## config.mk

```make
export PLATFORM = sky130hd
export DESIGN_NAME = auth_sequencer
export DESIGN_NICKNAME = d
export VERILOG_FILES = /design/src/rtl/auth_pkg.sv /design/src/rtl/auth_edge_sync.sv /design/src/rtl/auth_sequencer.sv
export SDC_FILE = /design/constraint.sdc
export NUM_CORES = 1
export LEC_CHECK = 0
export CORE_MARGIN = 2
export CORE_UTILIZATION = 60
export CTS_BUF_LIST = sky130_fd_sc_hd__clkbuf_2 sky130_fd_sc_hd__clkbuf_4 sky130_fd_sc_hd__clkbuf_8
export DETAILED_ROUTE_END_ITERATION = 16
export GPL_TIMING_DRIVEN = 1
export HOLD_SLACK_MARGIN = 0.12
export PLACE_DENSITY = 0.91
export SETUP_SLACK_MARGIN = 0.15
export SKIP_CTS_REPAIR_TIMING = 1
export SYNTH_ARGS = -nofsm -noshare
export SYNTH_HDL_FRONTEND = slang
export SYNTH_SLANG_ARGS = --single-unit
```

## constraint.sdc

```tcl
create_clock -name clk -period 6.66 [get_ports clk]
set_input_delay 1.332 -clock clk [delete_from_list [all_inputs] [get_ports clk]]
set_output_delay 1.332 -clock clk [all_outputs]
set_load 0.03 [all_outputs]
```

## src/rtl/auth_pkg.sv

```systemverilog
// Shared types and width helpers for the authentication sequencer.
package auth_pkg;

    typedef enum logic [2:0] {IDLE, GEN, ENTRY, CHECK, PASS, LOCK} state_t;

    localparam int DIG_W_DEF     = 4;
    localparam int DIGITS_DEF    = 4;
    localparam int MAX_TRIES_DEF = 3;

    // Bits needed to hold 0..maxval (digit_idx, tries_left, shared timer).
    function automatic int width_for(input int maxval);
        return (maxval < 1) ? 1 : $clog2(maxval + 1);
    endfunction

endpackage

```

## src/rtl/auth_edge_sync.sv

```systemverilog
// Two-flop synchroniser followed by a rising-edge detector for one raw pin.
module auth_edge_sync (
    input  logic clk,
    input  logic rst_n,
    input  logic raw,
    output logic pulse
);

    logic [2:0] sh;

    // sh[1:0] synchronise the pin, sh[2] remembers the previous synced level.
    always_ff @(posedge clk or negedge rst_n) begin
        if (!rst_n) sh <= '0;
        else        sh <= {sh[1:0], raw};
    end

    assign pulse = sh[1] & ~sh[2];

endmodule

```

## src/rtl/auth_sequencer.sv

```systemverilog
// One-time-code sequencer: pulls a code from the LFSR, checks keyed digits,
// and enforces the retry budget, entry timeout and lockout period.
module auth_sequencer
    import auth_pkg::*;
#(
    parameter int DIGITS      = DIGITS_DEF,
    parameter int DIG_W       = DIG_W_DEF,
    parameter int MAX_TRIES   = MAX_TRIES_DEF,
    parameter int TIMEOUT_CYC = 2**20,
    parameter int LOCK_CYC    = 2**22,
    localparam int IDX_W      = width_for(DIGITS),
    localparam int TRIES_W    = width_for(MAX_TRIES)
) (
    input  logic                    clk,
    input  logic                    rst_n,
    input  logic                    start,
    input  logic                    user_latch,
    input  logic [DIG_W-1:0]        user_digit,
    input  logic [DIG_W-1:0]        lfsr_digit,
    output logic                    lfsr_step,
    output logic [DIGITS*DIG_W-1:0] otp_code,
    output logic                    otp_valid,
    output logic [IDX_W-1:0]        digit_idx,
    output logic [TRIES_W-1:0]      tries_left,
    output logic                    pass,
    output logic                    fail,
    output logic                    locked,
    output logic                    busy
);

    // One register serves as GEN slot counter, ENTRY timeout and LOCK timer.
    localparam int TMAX   = (TIMEOUT_CYC > LOCK_CYC) ? TIMEOUT_CYC : LOCK_CYC;
    localparam int CNT_MX = (TMAX > DIGITS) ? TMAX : DIGITS;
    localparam int CNT_W  = width_for(CNT_MX);

    state_t                         state, state_n;
    logic [DIGITS-1:0][DIG_W-1:0]   code_q, code_n;
    logic [IDX_W-1:0]               idx_q, idx_n;
    logic [TRIES_W-1:0]             tries_q, tries_n;
    logic [CNT_W-1:0]               cnt_q, cnt_n;
    logic                           mism_q, mism_n;
    logic                           valid_q, valid_n;
    logic                           start_evt, latch_evt;
    logic [DIG_W-1:0]               cur_slot;

    auth_edge_sync u_start_sync (.clk(clk), .rst_n(rst_n), .raw(start),      .pulse(start_evt));
    auth_edge_sync u_latch_sync (.clk(clk), .rst_n(rst_n), .raw(user_latch), .pulse(latch_evt));

    // Register all sequencer state.
    always_ff @(posedge clk or negedge rst_n) begin
        if (!rst_n) begin
            state   <= IDLE;
            code_q  <= '0;
            idx_q   <= '0;
            tries_q <= TRIES_W'(MAX_TRIES);
            cnt_q   <= '0;
            mism_q  <= 1'b0;
            valid_q <= 1'b0;
        end else begin
            state   <= state_n;
            code_q  <= code_n;
            idx_q   <= idx_n;
            tries_q <= tries_n;
            cnt_q   <= cnt_n;
            mism_q  <= mism_n;
            valid_q <= valid_n;
        end
    end

    // Stored digit the next keyed digit is compared against.
    always_comb begin
        cur_slot = '0;
        for (int k = 0; k < DIGITS; k++)
            if (idx_q == IDX_W'(k)) cur_slot = code_q[k];
    end

    // Next-state logic; edges not legal in the current state fall through unused.
    always_comb begin
        state_n = state;
        code_n  = code_q;
        idx_n   = idx_q;
        tries_n = tries_q;
        cnt_n   = cnt_q;
        mism_n  = mism_q;
        valid_n = valid_q;
        case (state)
            IDLE, PASS: begin
                if (start_evt) begin
                    state_n = GEN;
                    cnt_n   = '0;
                    idx_n   = '0;
                    valid_n = 1'b0;
                end
            end
            GEN: begin
                for (int k = 0; k < DIGITS; k++)
                    if (cnt_q == CNT_W'(k)) code_n[k] = lfsr_digit;
                if (cnt_q == CNT_W'(DIGITS - 1)) begin
                    state_n = ENTRY;
                    valid_n = 1'b1;
                    idx_n   = '0;
                    mism_n  = 1'b0;
                    cnt_n   = '0;
                end else begin
                    cnt_n = cnt_q + CNT_W'(1);
                end
            end
            ENTRY: begin
                if (latch_evt) begin
                    mism_n = mism_q | (user_digit != cur_slot);
                    idx_n  = idx_q + IDX_W'(1);
                    cnt_n  = '0;
                    if (idx_q == IDX_W'(DIGITS - 1)) state_n = CHECK;
                end else if (cnt_q == CNT_W'(TIMEOUT_CYC - 1)) begin
                    state_n = CHECK;
                    mism_n  = 1'b1;
                end else begin
                    cnt_n = cnt_q + CNT_W'(1);
                end
            end
            CHECK: begin
                if (!mism_q) begin
                    state_n = PASS;
                    tries_n = TRIES_W'(MAX_TRIES);
                end else if (tries_q <= TRIES_W'(1)) begin
                    state_n = LOCK;
                    tries_n = '0;
                    valid_n = 1'b0;
                    code_n  = '0;
                    cnt_n   = '0;
                end else begin
                    state_n = ENTRY;
                    tries_n = tries_q - TRIES_W'(1);
                    idx_n   = '0;
                    mism_n  = 1'b0;
                    cnt_n   = '0;
                end
            end
            LOCK: begin
                if (cnt_q == CNT_W'(LOCK_CYC - 1)) begin
                    state_n = IDLE;
                    tries_n = TRIES_W'(MAX_TRIES);
                    cnt_n   = '0;
                end else begin
                    cnt_n = cnt_q + CNT_W'(1);
                end
            end
            default: state_n = IDLE;
        endcase
    end

    assign lfsr_step  = (state == GEN);
    assign otp_code   = code_q;
    assign otp_valid  = valid_q;
    assign digit_idx  = idx_q;
    assign tries_left = tries_q;
    assign pass       = (state == PASS);
    assign fail       = (state == CHECK) && mism_q;
    assign locked     = (state == LOCK);
    assign busy       = (state == GEN) || (state == ENTRY) || (state == CHECK);

endmodule
```

Word-level counts from Yosys, hierarchy flattened. Cells that the tools add are included.

Bits in read-only memories: 0. Memory bits (writable): 0. Output and inout port bits: 27. Memories: 0. Logic and storage cells: 119. Bits in registers: 55. Latch bits: 0.

Magnitude comparators: 1. Reductions and logical operators: 23. Shift-type cells: 0. Add/subtract/negate cells: 3. Div/mod/pow operators: 0. Bitwise operators: 5. Equal/unequal tests: 27. Multipliers: 0. Multiplexer cells: 48.

Operators with widths (count): 2-to-1 mux 23 bit (6); one-hot mux 23 bit (5 select lines) (1); == test 23 x 2 -> 1 bit, second input constant (2); 2-to-1 mux 3 bit (13); 2-to-1 mux 16 bit (2); 2-to-1 mux 4 bit (8); one-hot mux 16 bit (2 select lines) (1); adder 23 x 1 -> 23 bit, second input constant (1); == test 23 x 1 -> 1 bit, second input constant (1); == test 23 x 20 -> 1 bit, second input constant (1); == test 23 x 22 -> 1 bit, second input constant (1); logical NOT 23 bit (1); AND reduction 4 bit (5); one-hot mux 3 bit (5 select lines) (1); == test 3 x 2 -> 1 bit, second input constant (4); one-hot mux 3 bit (4 select lines) (1); != test 2 x 1 -> 1 bit, second input constant (5); != test 2 bit, second input constant (5); AND reduction 5 bit (2); 2-to-1 mux 1 bit (9); != test 3 bit, second input constant (3); == test 3 x 1 -> 1 bit, second input constant (2); == test 3 bit, second input constant (2); logical NOT 3 bit (2); other kinds (20) (28).

Logic depth before layout (Yosys ltp).
Word-level depth: 9. Mapped depth: 9. Mapped depth without buffers: 8.

Hierarchy. A second synthesis with hierarchy kept.

Cells, all modules: 363. Area, all modules: 3324.4 um2.

By module, submodules not included: auth_sequencer (area an instance 3146.8 um2, instances 1, cells each 355); auth_edge_sync (area an instance 88.8 um2, instances 2, cells each 4).

Worst setup path after synthesis. Ideal clock, no wire load.

Kind: reg-to-output. Start point: register state[0]. End point: output port fail. Data required time: 5.328 ns. Path slack: 3.995 ns. Arrival time: 1.333 ns. Buffers on the path: 1. Stages on the path, launching flop included: 4. Cell sequence: dfrtp_1 > clkbuf_1 > nand3_1 > nor2_1.

Cells in the longest elaborated chain, start to end: 2.

RTL lines: start: declaration (line auth_sequencer.sv:36) `state_t state, state_n;`; start signal: assignment (line auth_sequencer.sv:60) `state <= state_n;`; == test 3 x 2 -> 1 bit (line auth_sequencer.sv:158) `assign fail = (state == CHECK) && mism_q;`; logical AND 1 bit (line auth_sequencer.sv:158); end: declaration (line auth_sequencer.sv:26) `output logic fail,`.

No other way between the ends.

Final worst setup path.
Start point: register state[0]. End point: output port lfsr_step.

Cells in the longest elaborated chain, start to end: 1.

RTL lines: == test 3 x 1 -> 1 bit (line auth_sequencer.sv:152) `assign lfsr_step = (state == GEN);`; end: declaration (line auth_sequencer.sv:20) `output logic lfsr_step,`.

No other way between the ends.

==> run metrics <==
status=finished, final reports clean; die width=77.3 µm; 1st-iter DRT viols=324; final worst slack=3.20 ns; Port-buffer cells=38; Vias=2,862; synth-to-layout area growth=15.6%; top cells by area, synth=dfrtp_1, mux2_2, nand2_1; # fillers=380; global-route wire length before repair=13,000 µm; Starting Density=62.7%; Fin Setup TNS=0 ns; max frequency=289 MHz; R2R setup slack=3.82 ns; largest net degree at the start of global routing=56; Vias/cell=~6.5; Tmin final=approximately 3.5 ns; Fin Clk Skew=about 0.014 ns; Final nets=393; CORE AREA=5140 µm²; P per Cell Area=between 400 and 500 nW/µm²; hold crit path type=reg -> reg; async set-reset flop share out of synthesis=100%; Max Cap Viol=0; Total GRT Usage=27.1%; Crit Reg-Reg Startpoint=cnt_q[0]; Wirelength per Cell=17.6 µm; TritonCTS clock tree=yes; Synth area leader=dfrtp_1; H-tree Lvls=2; Die ar.=5970 µm²; Sink Count=55; Leak=between 1.5 and 2 nW; I/O pin total=39; final slew viol count=0; Clk Latency, worst-skew pair=0.32 ns; Flop pwr share=32.9%; syn_nets=approximately 360; HPWL reported at the end of detailed placement=5600 µm; vias in the first global route=2,661; first-pass detailed-route iteration total=5; initial antenna violation count=0; endpoints failing setup=0; EDFF count, synth=0; drt drc=0; Syn Inst Count=337; #FFs+latches synth=55; most common cell after layout, fill and taps aside=dfrtp_1; IR drop worst, VDD=0.173 mV; reg2reg end=cnt_q[9]; Gate power share=53.3%; Psw=between 600 and 700 µW; share of layout cells above drive strength 1=11.3%; hold path start=u_start_sync.sh[0]; post-synthesis sequential area ratio=between 40% and 50%; Post-Syn Area per Cell=around 9.6 µm²; startpoint types=flop; most frequent cells in the layout=dfrtp_1, nand2_1, clkdlybuf4s50_1, nor2_1, nand3_1; fin crit share=a little over half; RSZ-0062 raised after global routing=false; routed wire length=7800 µm; worst-margin pin slew=0.734 ns; area share of the largest cell type after synthesis=41.2%; largest fanout on the critical path=15; Crit. End Element=primary output; ys flop type=dfrtp_1; final hold vios=0; Root Driver=clkbuf_8; GPL Wtd Cong=about 0.88; Synth Warn #=0; Die Y=77.3 µm; remaining global-route overflow=0; site row count=26; Cell Area, Synth=3220 µm²; CTS Buffer Depth=2; WP data arrival=~2.1 ns; Slew HR=50.8%; library cells used by synthesis=55; clock power share=between 10% and 20%; Hold Path Stages=0; CTS buffer count=5; P_int=838 µW; # diodes=0; Final ANT Viol Nets=0; dpl ws=3.17 ns; switching share of total power=44.7%; Required @ worst endpoint=about 5.3 ns; reg2reg path depth=7; clock-pin slew on the worst setup and hold paths=approximately 0.090 ns; Hold Path End=u_start_sync.sh[1]; Crit Path Class=reg -> out
-- worst max-delay path by stage --
stage          cells past startpoint         to          start
6_report                           3  lfsr_step       state[0]
5_1_grt                            3       fail       state[0]
4_1_cts                            3       fail       state[0]
3_5_place_dp                       7     mism_q  user_digit[3]
3_3_place_gp                       7     mism_q  user_digit[3]
2_1_floorplan                      3       fail       state[0]
-- worst max-delay path, stage by stage, from the launching register on --
cell             delay, ns
dfrtp_1               0.60
nand2b_1              0.24
nor2_1                0.25
clkdlybuf4s50_1       0.72
-- metrics by stage --
| step | hold WS (ns) | std cells | instance area (µm²) | power [mW] | util (%) |
|---|---|---|---|---|---|
| detailed placement | 0.336 | 435 | 3620 | 1.30 | 70.4 |
| global placement | 0.334 | 435 | 3620 | 1.27 | 70.4 |
| floorplan | 0.331 | 337 | 3220 | 1.07 | - |
| finish | 0.355 | 443 | 3720 | 1.52 | 72.4 |
| global route | 0.369 | 443 | 3720 | 1.60 | 72.4 |
| CTS | 0.357 | 443 | 3720 | 1.51 | 72.4 |
-- cell type report --
class / instances / area (µm²) / area share, %
multi-input cells: 258 / 1720 / 46.2
flip-flops and latches: 55 / 1380 / 37.0
repair buffers: 39 / 383 / 10.3
clock buffers: 8 / 104 / 2.79
well taps: 70 / 87.6 / 2.35
inverters: 13 / 48.8 / 1.31
-- synth_stat cells, types with 6 or more instances --
cell type / n
mux2_2: 18
a22o_1: 14
nand2b_1: 8
a21oi_1: 10
inv_1: 12
o21ai_0: 15
nor2_1: 26
nand4_1: 6
dfrtp_1: 53
ha_1: 9
nor3_1: 9
and2_1: 6
nand3_1: 21
a21o_1: 9
nand2_1: 37
-- power by group through the flow --
stage | Clock (mW) | Sequential, mW | Combinational [mW]
2_1_floorplan | 0 | 0.579 | 0.490
3_3_place_gp | 0 | 0.497 | 0.776
3_5_place_dp | 0 | 0.503 | 0.800
4_1_cts | 0.207 | 0.497 | 0.806
5_1_grt | 0.221 | 0.509 | 0.867
6_report | 0.208 | 0.499 | 0.808
-- cell families after synthesis --
| logic type | Yosys count | synth area share (%) |
|---|---|---|
| simple gates | 142 | 22.6 |
| compound gates | 86 | 20.2 |
| flops | 55 | 42.8 |
| buf+inv | 24 | 3.77 |
| mux | 20 | 6.91 |
| fa+ha+maj | 9 | 3.50 |
| xor+xnor | 1 | 0.272 |
-- registers in the layout, summed over array words and instances (netlist names), 2 cells and up --
| name | count |
|---|---|
| otp_code | 16 |
| cnt_q | 23 |
| u_start_sync.sh | 3 |
| state | 3 |
| digit_idx | 3 |
| tries_left | 2 |
| u_latch_sync.sh | 3 |
-- layer usage --
| metal | global-route usage (%) | wire length (µm) | vias to the layer above |
|---|---|---|---|
| li1 | - | - | 1319 |
| met1 | 36.2 | 3230 | 1389 |
| met2 | 44.3 | 3910 | 128 |
| met3 | 4.47 | 461 | 26 |
| met4 | 10.7 | 195 | 0 |
| met5 | 0 | 0 | - |
(Power assumes the default switching activity.)
